`src/rtl/gate_op_arbiter.sv`:
```
// gate_op_arbiter
// Four requesters share one bitwise gate unit (AND / OR / XOR / NOR).
// A round-robin arbiter in IDLE grants one requester. Its operands are
// latched on the grant edge, evaluated in EXEC, and presented in RESP until
// the downstream handshake completes.
//
// Ports:
//   clk        rising-edge clock
//   reset      asynchronous active-high reset
//   req        per-requester request bits
//   req_a      packed operand A, requester i at [i*DW +: DW]
//   req_b      packed operand B, same packing as req_a
//   req_op     packed opcode, requester i at [2i+1:2i]
//   gnt        one-hot grant (combinational, IDLE only)
//   rsp_valid  result available (RESP state)
//   rsp_ready  downstream accepts result
//   rsp_id     index of the requester owning the result
//   rsp_data   gate result
//   busy       FSM is not in IDLE
module gate_op_arbiter #(
    parameter int DW = 4
) (
    input  logic            clk,
    input  logic            reset,
    input  logic [3:0]      req,
    input  logic [4*DW-1:0] req_a,
    input  logic [4*DW-1:0] req_b,
    input  logic [7:0]      req_op,
    output logic [3:0]      gnt,
    output logic            rsp_valid,
    input  logic            rsp_ready,
    output logic [1:0]      rsp_id,
    output logic [DW-1:0]   rsp_data,
    output logic            busy
);

    typedef enum logic [1:0] {IDLE, EXEC, RESP} state_t;

    localparam logic [1:0] OP_AND = 2'b00;
    localparam logic [1:0] OP_OR  = 2'b01;
    localparam logic [1:0] OP_XOR = 2'b10;

    state_t          state_reg, state_next;
    logic [1:0]      ptr_reg;
    logic [DW-1:0]   lat_a_reg, lat_b_reg;
    logic [1:0]      lat_op_reg;
    logic [1:0]      lat_id_reg;
    logic [DW-1:0]   rsp_data_reg;
    logic [1:0]      rsp_id_reg;

    logic [DW-1:0]   a_arr   [4];
    logic [DW-1:0]   b_arr   [4];
    logic [1:0]      op_arr  [4];
    logic [1:0]      cand_idx[4];
    logic [1:0]      grant_idx;
    logic            grant_any;
    logic [3:0]      gnt_next;
    logic [DW-1:0]   gate_result;

    // Unpack the per-requester fields, and list the candidates in search
    // order: cand_idx[0] = ptr+1 (highest priority) ... cand_idx[3] = ptr.
    generate
        for (genvar gi = 0; gi < 4; gi++) begin : g_unpack
            assign a_arr[gi]    = req_a[gi*DW +: DW];
            assign b_arr[gi]    = req_b[gi*DW +: DW];
            assign op_arr[gi]   = req_op[2*gi +: 2];
            assign cand_idx[gi] = ptr_reg + 2'(gi + 1);
        end
    endgenerate

    // Walk from lowest to highest priority so the last hit (highest
    // priority) wins. Reset forces the grant off even though it is
    // combinational.
    always_comb begin
        grant_idx = ptr_reg;
        grant_any = 1'b0;
        gnt_next  = '0;
        if (state_reg == IDLE && !reset) begin
            for (int k = 3; k >= 0; k--) begin
                if (req[cand_idx[k]]) begin
                    grant_idx = cand_idx[k];
                    grant_any = 1'b1;
                end
            end
        end
        if (grant_any) begin
            gnt_next[grant_idx] = 1'b1;
        end
    end

    // Bitwise gate unit on the latched operands.
    generate
        for (genvar gi = 0; gi < DW; gi++) begin : g_gate
            assign gate_result[gi] =
                (lat_op_reg == OP_AND) ? (lat_a_reg[gi] & lat_b_reg[gi]) :
                (lat_op_reg == OP_OR)  ? (lat_a_reg[gi] | lat_b_reg[gi]) :
                (lat_op_reg == OP_XOR) ? (lat_a_reg[gi] ^ lat_b_reg[gi]) :
                                         ~(lat_a_reg[gi] | lat_b_reg[gi]);
        end
    endgenerate

    always_comb begin
        state_next = state_reg;
        case (state_reg)
            IDLE:    if (grant_any) state_next = EXEC;
            EXEC:    state_next = RESP;
            RESP:    if (rsp_ready) state_next = IDLE;
            default: state_next = IDLE;
        endcase
    end

    always_ff @(posedge clk or posedge reset) begin
        if (reset) begin
            state_reg    <= IDLE;
            ptr_reg      <= 2'd3;   // requester 0 searched first after reset
            lat_a_reg    <= '0;
            lat_b_reg    <= '0;
            lat_op_reg   <= '0;
            lat_id_reg   <= '0;
            rsp_data_reg <= '0;
            rsp_id_reg   <= '0;
        end else begin
            state_reg <= state_next;
            if (grant_any) begin
                ptr_reg    <= grant_idx;
                lat_a_reg  <= a_arr[grant_idx];
                lat_b_reg  <= b_arr[grant_idx];
                lat_op_reg <= op_arr[grant_idx];
                lat_id_reg <= grant_idx;
            end
            // Result registers only load in EXEC, so they hold through RESP
            // and keep their value after the handshake.
            if (state_reg == EXEC) begin
                rsp_data_reg <= gate_result;
                rsp_id_reg   <= lat_id_reg;
            end
        end
    end

    assign gnt       = gnt_next;
    assign rsp_valid = (state_reg == RESP);
    assign rsp_data  = rsp_data_reg;
    assign rsp_id    = rsp_id_reg;
    assign busy      = (state_reg != IDLE);

endmodule

```
`config.mk`:
```
export PLATFORM = sky130hd
export DESIGN_NAME = gate_op_arbiter
export DESIGN_NICKNAME = d
export VERILOG_FILES = /design/src/rtl/gate_op_arbiter.sv
export SDC_FILE = /design/constraint.sdc
export NUM_CORES = 1
export LEC_CHECK = 0
export ABC_AREA = 1
export CAP_MARGIN = 20
export CORE_ASPECT_RATIO = 0.6
export CORE_UTILIZATION = 45
export DETAILED_ROUTE_END_ITERATION = 10
export GPL_TIMING_DRIVEN = 0
export PLACE_DENSITY_LB_ADDON = 0.3
export RECOVER_POWER = 50
export SYNTH_ARGS = -nofsm -noshare
export SYNTH_HDL_FRONTEND = slang
export SYNTH_SLANG_ARGS = --single-unit
```
`constraint.sdc`:
```
create_clock -name clk -period 4.4 [get_ports clk]
set_clock_uncertainty 0.2 [all_clocks]
set_input_delay 1.32 -clock clk [delete_from_list [all_inputs] [get_ports clk]]
set_output_delay 1.32 -clock clk [all_outputs]
set_load 0.01 [all_outputs]
```
Word-level counts from Yosys, hierarchy flattened
Cells that the tools add are included.
- register bits: 22
- input port bits: 47
- logic and storage cells: 92
- add/subtract/negate cells: 3
- magnitude comparators: 7
- equal/unequal tests: 6
- multiplexer cells: 44
- bitwise logic cells: 17
- reduce and logical (&&, ||, !) cells: 7
- operator list (operator ; count):
    1-bit two-way mux ; 22
    4-bit two-way mux ; 5
    4-bit binary-select mux with 2-bit select ; 2
    2-bit two-way mux ; 8
    2-bit by 3-bit < comparator with 1-bit output, second input constant ; 5
    1-bit binary-select mux with 2-bit select ; 4
    2-bit case mux with 3 select lines ; 1
    2-bit adder, second input constant ; 2
    1-bit AND ; 4
    2-bit binary-select mux with 2-bit select ; 1
    2-bit by 1-bit == test with 1-bit output, second input constant ; 2
    2-bit == test, second input constant ; 2
    2-bit zero test ; 2
    1-bit inverter ; 4
    1-bit OR ; 4
    1-bit bitwise XOR ; 4
    3-bit greater-or-equal comparator, second input constant ; 1
    2-bit inverter with 3-bit output ; 1
    2-bit by 1-bit adder with 2-bit output, second input constant ; 1
    1-bit demux with 2-bit select ; 1
    2-bit by 1-bit greater-or-equal comparator with 1-bit output, second input constant ; 1
    1-bit logical AND ; 2
    2-bit by 1-bit != test with 1-bit output, second input constant ; 1
    2-bit != test, second input constant ; 1
    3 further kinds ; 3

Longest topological paths before layout
Gate-level depths: netlist (run 1).
- depth after elaboration: 12
- gate-level depth with buffers: 18
- depth with buffers taken out: 16

Least setup slack after synthesis (run 1)
No wires, ideal clock.
- kind: in2out
- from: in req[1]
- to: out gnt[0]
- arrival time: 2.282 ns
- data required time: 2.880 ns
- setup slack: 0.598 ns
- stages: 11
- path buffers: 1
- path through: inv_2 o21ai_2 nand2_1 nand2_1 nand2_2 nand2_4 nand2_2 nand2_4 buf_4 nand3_1 nor2_1
- word-level cells in the longest chain between the ends: 11
- elaborated cells on any way between the ends: 23
- RTL lines (element ; RTL line ; RTL):
    start, declared ; 25 ; input logic [3:0] req,
    1-bit binary-select mux with 2-bit select ; 80 ; if (req[cand_idx[k]]) begin
    1-bit two-way mux (implied by the code) ; 80 ;
    2-bit two-way mux (3 in a row) ; 80 ;
    2-bit two-way mux ; 78 ; if (state_reg == IDLE && !reset) begin
    2-bit by 3-bit < comparator with 1-bit output (implied by the code) / 2-bit by 1-bit greater-or-equal comparator with 1-bit output (equally long branches) ; 87 ; gnt_next[grant_idx] = 1'b1;
    1-bit logical AND (implied by the code) ; 87 ;
    1-bit two-way mux (implied by the code) ; 87 ;
    1-bit demux with 2-bit select ; 87 ;
    4-bit two-way mux * ; 86 ; if (grant_any) begin
    end, declared ; 29 ; output logic [3:0] gnt,
Mark *: on every way between the ends. The rest lies on a longest branch, timed or not. The select of a mux whose other input is x is not followed.

Final worst setup path (run 1)
Ends and elaborated chain as after synthesis.

==> implementation parameters, run 1 <==
Parameter                              Value

Final layout
  Most frequent cells in the layout ... 105 x sky130_fd_sc_hd__nand2_1, 49 x sky130_fd_sc_hd__clkdlybuf4s50_1, 39 x sky130_fd_sc_hd__inv_1
  Layout cells sized above 1 ... around 12%
  Net total in the final layout ... 397
  Total of fill cells in the finished design ... 337
  Most common library cell in the layout ignoring fill and taps ... sky130_fd_sc_hd__nand2_1
  Synth-to-Final Area Change ... 41.3%
  Non-filler cells, final ... 388
  Diodes inserted ... 0

Global route
  Vias in the first global route ... 1797
  All-layer global routing usage ... 22.8%
  Number of antenna violations at the first check in global routing ... 0
  Pin count of the biggest net entering global routing ... 23
  Remaining Overflow, GRT ... 0
  Global-route wire length before repair ... 7760 um

STA
  RSZ-0062 raised after global routing ... false
  Slew margin rel. ... 46.3%
  Final-report setup violation count ... 0
  Crit path setup slack, layout ... roughly 0.12 ns
  Final period utilization ... 97.2%
  Final-report hold violation count ... 0
  Tightest Pin Transition ... 0.805 ns
  Achievable Freq ... 0.234 GHz
  Final critical delay including setup and external delays ... 4.28 ns
  Max-slew violation count ... 0

CTS
  Buffer cell driving the clock tree root ... sky130_fd_sc_hd__clkbuf_8
  Maximum root-to-sink buffer count ... 2
  Later-pin clock latency in the skew report ... 0.26 ns
  Maximum level of the CTS H-tree ... 1
  Number of clock sinks ... 22
  TritonCTS clock tree ... done
  Clock-pin slew reported for the worst setup and hold paths after clock tree synthesis ... 0.08 ns
  Number of clock buffers inserted by TritonCTS ... 3

Die
  Core box area ... around 0.0037 mm2
  Number of placed I/O pins ... 59
  Die outline height ... 50.6 um
  Starting Density ... 47.6%
  Chip Width ... 83.0 um
  Number of rows in the core area ... 17
  DIE AREA ... ~0.0042 mm2

Worst setup path
  Largest fanout of any net on the critical path ... 4
  Depth of the worst register-to-register path ... 18
  Data required time at the worst endpoint ... 2.88 ns
  Crit path largest cell delay ... 0.23 ns
  Slowest cell on the critical path ... sky130_fd_sc_hd__dlygate4sd2_1
  Arrival time at the worst endpoint ... around 2.8 ns
  Cells along the critical path ... dlygate4sd2_1 -> inv_2 -> o21ai_2 -> nand2_1 -> nand2_1 -> nand2_2 -> nand2_4 -> nand2_2 -> nand2_4 -> buf_6 -> nand3_1 -> nor2_1 -> buf_2
  Critical path type ... primary input to output pin
  Launching element type of the critical path ... primary input
  Worst Setup End Kind ... output pin

Pwr
  Internal power component ... 0.891 mW
  Switching pwr ... 0.787 mW
  Leakage power ... 1.34 nW
  Max VDD drop ... roughly 0.00036 V
  Pwr dens ... 671 mW/mm2
  Clock share of power ... between 10% and 20%
  Total design power ... 1.68 mW
  Sw frac ... between 40 and 50%
  Sequential group share of total power ... ~22%
  Gate power share ... 66.5%

Synthesis
  Net Count, Synth ... 332
  Cell Area, Synth ... ~0.0018 mm2
  Post-synthesis simple-gate area fraction ... roughly 40%
  Sequential area share after synthesis ... 31.2%
  Count of different cell masters after synthesis ... 25
  Ranking of synthesized cells by area ... sky130_fd_sc_hd__dfrtp_1 28%, sky130_fd_sc_hd__nand2_1 22%, sky130_fd_sc_hd__nand3_1 9.6%
  Area share of xor/xnor cells in the synthesized design ... 0%
  Seq cells post-synth ... 22
  Adder and majority gate portion of the synthesized area ... 5.65%
  Top-area cell type share of the netlist area ... 28.3%
  Dominant combinational cell family by area after synthesis ... simple AND/OR/NAND/NOR gates
  Syn avg cell area ... 6.39 um2
  Cells after Synth ... 277
  Total number of yosys warnings ... 0
  Synthesized-area fraction occupied by ao, oa, aoi and oai cells ... under 10%
  Multiplexer area fraction after synthesis ... 0%
  Cell type contributing the most total cell area after synthesis ... sky130_fd_sc_hd__dfrtp_1

Status
  Run status ... completed

Route
  Vias per cell ... 4.92
  DRT antenna net count ... 0
  Routed length per instance ... 11.4 um
  Initial drt markers ... between 70 and 80
  Total via count after detailed routing ... 1909
  Detailed-routing iteration count for the pre-antenna-repair pass ... 4
  Remaining DRCs ... 0
  Routed Wire Length ... 4410 um

Hold path
  Number of cells on the worst hold path ... 2
  Class of the worst hold path ... register to register

Place
  Post-Place Setup Slack ... -0.607 ns
  Placed cell count ... between 300 and 400
  HPWL after DPL ... 3490 um
  Global placement routability congestion ... around 0.82
  # port buffers ... 58

Run
  Number of maximum-capacitance violations ... 0
[cell families (layout without fill, tap and decap cells)]
| logic type | after synthesis | in the layout |
|---|---|---|
| AND/OR/NAND/NOR | 163 | 163 |
| buffers and inverters | 56 | 120 |
| AO/OA/AOI/OAI | 28 | 28 |
| flip-flops | 22 | 22 |
| adder cells (fa/ha/maj) | 8 | 8 |
[through the flow]
stage          area [um2]  utilization, %  hold WS (ns)  TNS (ns)
6_report             2500            67.2         0.288         0
5_1_grt              2500            67.2         0.309         0
4_1_cts              2500            67.2         0.294         0
3_5_place_dp         2410            64.7         0.273     -2.28
3_3_place_gp         2410            64.7         0.267     -2.11
2_1_floorplan        1770               -         0.274         0
[final timing paths]
kind	from	endpoint	slack, ns
max	req[1]	gnt[0]	0.12
min	rsp_id[0]	rsp_id[0]	0.29
max reg2reg	ptr_reg[0]	lat_a_reg[2]	2.02
min reg2reg	rsp_id[0]	rsp_id[0]	0.29
max in group asynchronous	reset	lat_a_reg[0]	2.09
min in group asynchronous	reset	rsp_id[1]	1.40
[Yosys cell counts]
master / count
sky130_fd_sc_hd__nand2_1: 106
sky130_fd_sc_hd__inv_1: 38
sky130_fd_sc_hd__nand3_1: 34
sky130_fd_sc_hd__dfrtp_1: 20
sky130_fd_sc_hd__o21ai_0: 16
sky130_fd_sc_hd__nor2_1: 11
sky130_fd_sc_hd__a21oi_1: 9
sky130_fd_sc_hd__ha_1: 8
sky130_fd_sc_hd__inv_2: 6
sky130_fd_sc_hd__buf_2: 5
sky130_fd_sc_hd__buf_6: 3
sky130_fd_sc_hd__nand2_2: 3
sky130_fd_sc_hd__nand2_4: 3
sky130_fd_sc_hd__buf_4: 2
sky130_fd_sc_hd__dfstp_2: 2
sky130_fd_sc_hd__o21ai_2: 2
sky130_fd_sc_hd__clkinv_1: 1
sky130_fd_sc_hd__inv_6: 1
sky130_fd_sc_hd__nand3_4: 1
sky130_fd_sc_hd__nand3b_1: 1
sky130_fd_sc_hd__nor2_2: 1
sky130_fd_sc_hd__nor2_4: 1
sky130_fd_sc_hd__nor4_1: 1
sky130_fd_sc_hd__o22ai_1: 1
sky130_fd_sc_hd__or2_2: 1
[layout make-up]
class                   instances  area (um2)  share of cell area, %
repair buffers                 62         586                   23.4
plain buffers                   8        73.8                   2.95
well taps                      47        58.8                   2.35
inverters                      46         180                   7.20
flip-flops and latches         22         553                   22.1
multi-input cells             199         980                   39.2
clock buffers                   3        41.3                   1.65
clock inverters                 1        30.0                   1.20
[layer usage]
| layer | vias to the layer above | part of all wire, % | global-route usage (%) |
|---|---|---|---|
| met5 | - | 0 | 0 |
| met4 | 0 | 0.16 | 2.30 |
| met3 | 2 | 5.5 | 5.26 |
| met2 | 53 | 46 | 39.8 |
| met1 | 872 | 49 | 30.2 |
| li1 | 982 | - | - |
[power by group through the flow]
| stage | clock (mW) | combinational [mW] | sequential [mW] |
|---|---|---|---|
| 2_1_floorplan | 0 | 0.759 | 0.377 |
| 3_3_place_gp | 0 | 1.05 | 0.375 |
| 3_5_place_dp | 0 | 1.08 | 0.377 |
| 4_1_cts | 0.193 | 1.11 | 0.373 |
| 5_1_grt | 0.200 | 1.27 | 0.385 |
| 6_report | 0.188 | 1.12 | 0.374 |
[worst max-delay path, delay by kind of cell]
family | cells | cell delay (ns)
simple gates | 8 | 0.71
compound gates | 1 | 0.18
buf+inv | 4 | 0.54
[what timing repair did]
item	CTS	global route
resized for setup	28	1
pin swaps	9	0
endpoints found under the setup margin	4	1
setup buffers	4	0
hold buffers	0	0
Power figures use the tool's default switching activity.
==> run 2, diff against run 1 <==
--- a/config.mk
+++ b/config.mk
@@ -8,6 +8,7 @@
 export ABC_AREA = 1
 export CAP_MARGIN = 20
 export CORE_ASPECT_RATIO = 0.6
+export CORE_MARGIN = 2
 export CORE_UTILIZATION = 45
 export DETAILED_ROUTE_END_ITERATION = 10
 export GPL_TIMING_DRIVEN = 0
==> constraint.sdc (replaced) <==
create_clock -name clk -period 4.93 [get_ports clk]
set_clock_uncertainty 0.2 [all_clocks]
set_input_delay 1.479 -clock clk [delete_from_list [all_inputs] [get_ports clk]]
set_output_delay 1.479 -clock clk [all_outputs]
set_load 0.01 [all_outputs]
==> implementation parameters, run 2 (synthesized netlist as in run 1, its figures left out) <==
Parameter                              Value

Status
  Run status ... completed

Worst setup path
  Critical path type ... primary input to output pin
  Worst Setup End Kind ... output pin
  Depth of the worst register-to-register path ... 17 (-1)
  Setup slack of the most critical reg-to-reg path ... 2.65 ns (+0.63 ns)
  Crit path largest cell delay ... 0.50 ns (+0.27 ns)
  Critical register-to-register path startpoint ... ptr_reg[0]
  Data required time at the worst endpoint ... 3.25 ns (+0.37 ns)
  Launching element type of the critical path ... primary input
  Slowest cell on the critical path ... sky130_fd_sc_hd__clkdlybuf4s50_1
  Cells along the critical path ... clkdlybuf4s50_1 -> inv_2 -> o21ai_4 -> nand2_2 -> nand3_1 -> nand3_1 -> nand2_1 -> o21ai_2 -> buf_2 -> nor2_1 -> buf_2
  Largest fanout of any net on the critical path ... 10 (+6)
  Arrival time at the worst endpoint ... 3.15 ns (+0.39 ns)
  Endpoint of the worst-slack reg-to-reg timing path ... lat_b_reg[2]

Place
  Global placement routability congestion ... 0.847 (+3.1%)
  Post-Place Setup Slack ... -0.355 ns (+0.252 ns)
  Placed cell count ... 382 (unchanged)
  HPWL after DPL ... 3520 um (+0.79%)
  # port buffers ... 58 (unchanged)

Die
  Starting Density ... 47.6% (unchanged)
  DIE AREA ... 0.00447 mm2 (+6.5%)
  Die outline height ... 52.6 um (+4.0%)
  Number of rows in the core area ... 17 (unchanged)
  Core box area ... 0.00372 mm2 (unchanged)
  Chip Width ... 85.0 um (+2.4%)
  Number of placed I/O pins ... 59 (unchanged)

STA
  Max-slew violation count ... 0 (unchanged)
  Final critical delay including setup and external delays ... 4.83 ns
  Slew margin rel. ... 45.5% (-0.80 points)
  Tightest Pin Transition ... 0.817 ns (+0.0120 ns)
  Final-report setup violation count ... 0 (unchanged)
  Final period utilization ... 97.9%
  Final hold slack ... 0.293 ns (+0.00434 ns)
  Achievable Freq ... 0.207 GHz
  Crit path setup slack, layout ... 0.102 ns (-0.0211 ns)
  Final-report hold violation count ... 0 (unchanged)

Final layout
  Diodes inserted ... 0 (unchanged)
  Multi-input combinational cell area ... 990 um2 (+1.0%)
  Synth-to-Final Area Change ... 43.6%
  Most common library cell in the layout ignoring fill and taps ... sky130_fd_sc_hd__nand2_1
  Net total in the final layout ... 400 (+0.76%)
  Most frequent cells in the layout ... 103 x sky130_fd_sc_hd__nand2_1, 51 x sky130_fd_sc_hd__clkdlybuf4s50_1, 38 x sky130_fd_sc_hd__inv_1
  Storage element area ... 553 um2 (unchanged)
  Non-filler cells, final ... 391 (+0.77%)
  Total of fill cells in the finished design ... 338 (+0.30%)
  Layout cells sized above 1 ... 13.7% (+1.3 points)

Route
  Remaining DRCs ... 0 (unchanged)
  DRT antenna net count ... 0 (unchanged)
  Routed length per instance ... 12.0 um (+5.9%)
  Initial drt markers ... 110 (+47%)
  Detailed-routing iteration count for the pre-antenna-repair pass ... 4 (unchanged)
  Routed Wire Length ... 4710 um (+6.7%)
  Vias per cell ... 4.93 (+0.17%)
  Total via count after detailed routing ... 1927 (+0.94%)

Global route
  Number of antenna violations at the first check in global routing ... 0 (unchanged)
  Remaining Overflow, GRT ... 0 (unchanged)
  All-layer global routing usage ... 21.9% (-0.92 points)
  Global-route wire length before repair ... 7760 um (about the same)
  Vias in the first global route ... 1760 (-2.1%)
  Pin count of the biggest net entering global routing ... 23 (unchanged)

CTS
  Later-pin clock latency in the skew report ... 0.27 ns (about the same)
  Cts-stage hold buffer count ... 0 (unchanged)
  Clock-pin slew reported for the worst setup and hold paths after clock tree synthesis ... 0.08 ns (about the same)
  Buffer cell driving the clock tree root ... sky130_fd_sc_hd__clkbuf_8
  TritonCTS clock tree ... done
  Maximum root-to-sink buffer count ... 2 (unchanged)
  Number of clock sinks ... 22 (unchanged)
  Maximum level of the CTS H-tree ... 1 (unchanged)
  Number of clock buffers inserted by TritonCTS ... 3 (unchanged)

Hold path
  Hold Crit Start ... rsp_id[1]
  Class of the worst hold path ... register to register
  Min-Delay Endpoint ... rsp_id[1]
  Number of cells on the worst hold path ... 2 (unchanged)

Run
  Number of maximum-capacitance violations ... 0 (unchanged)

Pwr
  Clock share of power ... 10.9% (-0.3 points)
  Pwr dens ... 604 mW/mm2 (-9.9%)
  Gate power share ... 67.2% (+0.7 points)
  Internal power component ... 0.813 mW (-8.8%)
  Sequential group share of total power ... 21.9% (-0.4 points)
  Leakage power ... 1.36 nW (+1.4%)
  Switching pwr ... 0.724 mW (-8.0%)
  Sw frac ... 47.1% (+0.21 points)
  Max VDD drop ... 0.000333 V (-7.3%)
-- run 2: changes by cell type in the layout (fill, tap and decap cells not counted), sizes merged --
| cell | before | now |
|---|---|---|
| buf | 16 | 18 |
| clkdlybuf4s15 | 0 | 1 |
| clkdlybuf4s50 | 49 | 51 |
| dlygate4sd2 | 4 | 1 |
| dlymetal6s2s | 0 | 1 |
-- run 2: final cells by class --
cell class                      count  area share, %
Clock inverter                      1           1.18
Sequential cell                    22           21.8
Clock buffer                        3           1.62
Inverter                           46           6.99
Multi-Input combinational cell    199           38.9
Buffer                              8           2.81
Timing Repair Buffer               65           24.4
Tap cell                           47           2.31
-- run 2: how the worst max path moves through the flow --
stage,from,to,slack [ns],cells after the start
finish,req[1],gnt[1],0.10,11
global route,req[2],gnt[3],-0.009,14
CTS,req[1],gnt[0],0.0004,13
detailed placement,req[1],gnt[1],-0.35,13
global placement,req[1],gnt[1],-0.33,13
floorplan,req[1],gnt[0],0.81,11
-- run 2: metrics by stage --
| step | power [mW] | utilization (%) | TNS (ns) | cell area [um2] |
|---|---|---|---|---|
| 6_report | 1.54 | 68.3 | 0 | 2540 |
| 5_1_grt | 1.69 | 68.3 | -0.00928 | 2540 |
| 4_1_cts | 1.46 | 66.5 | 0 | 2470 |
| 3_5_place_dp | 1.30 | 64.7 | -1.35 | 2410 |
| 3_3_place_gp | 1.27 | 64.7 | -1.21 | 2410 |
| 2_1_floorplan | 1.01 | - | 0 | 1770 |
-- run 2: per-layer routing --
metal / share of wire, % / global-route usage [%] / wire length [um]
met1: 46 / 28.9 / 2170
met2: 46 / 36.6 / 2190
met3: 6.1 / 5.35 / 289
met4: 1.2 / 5.29 / 57
met5: 0 / 0 / 0
-- run 2: power groups by stage --
stage	clock, mW	sequential, mW	combinational [mW]
4_1_cts	0.168	0.335	0.961
3_5_place_dp	0	0.339	0.960
5_1_grt	0.176	0.349	1.16
2_1_floorplan	0	0.336	0.677
6_report	0.168	0.336	1.03
3_3_place_gp	0	0.334	0.935
-- run 2: worst max-delay path, delay by kind of cell --
kind / cells / cell delay (ns)
buffers and inverters: 4 / 0.91
AND/OR/NAND/NOR: 5 / 0.47
AO/OA/AOI/OAI: 2 / 0.28
-- run 2: what timing repair did --
item,CTS,global route
setup buffers,0,7
pin swaps,3,6
gates resized for setup,15,12
setup endpoints to repair,4,4
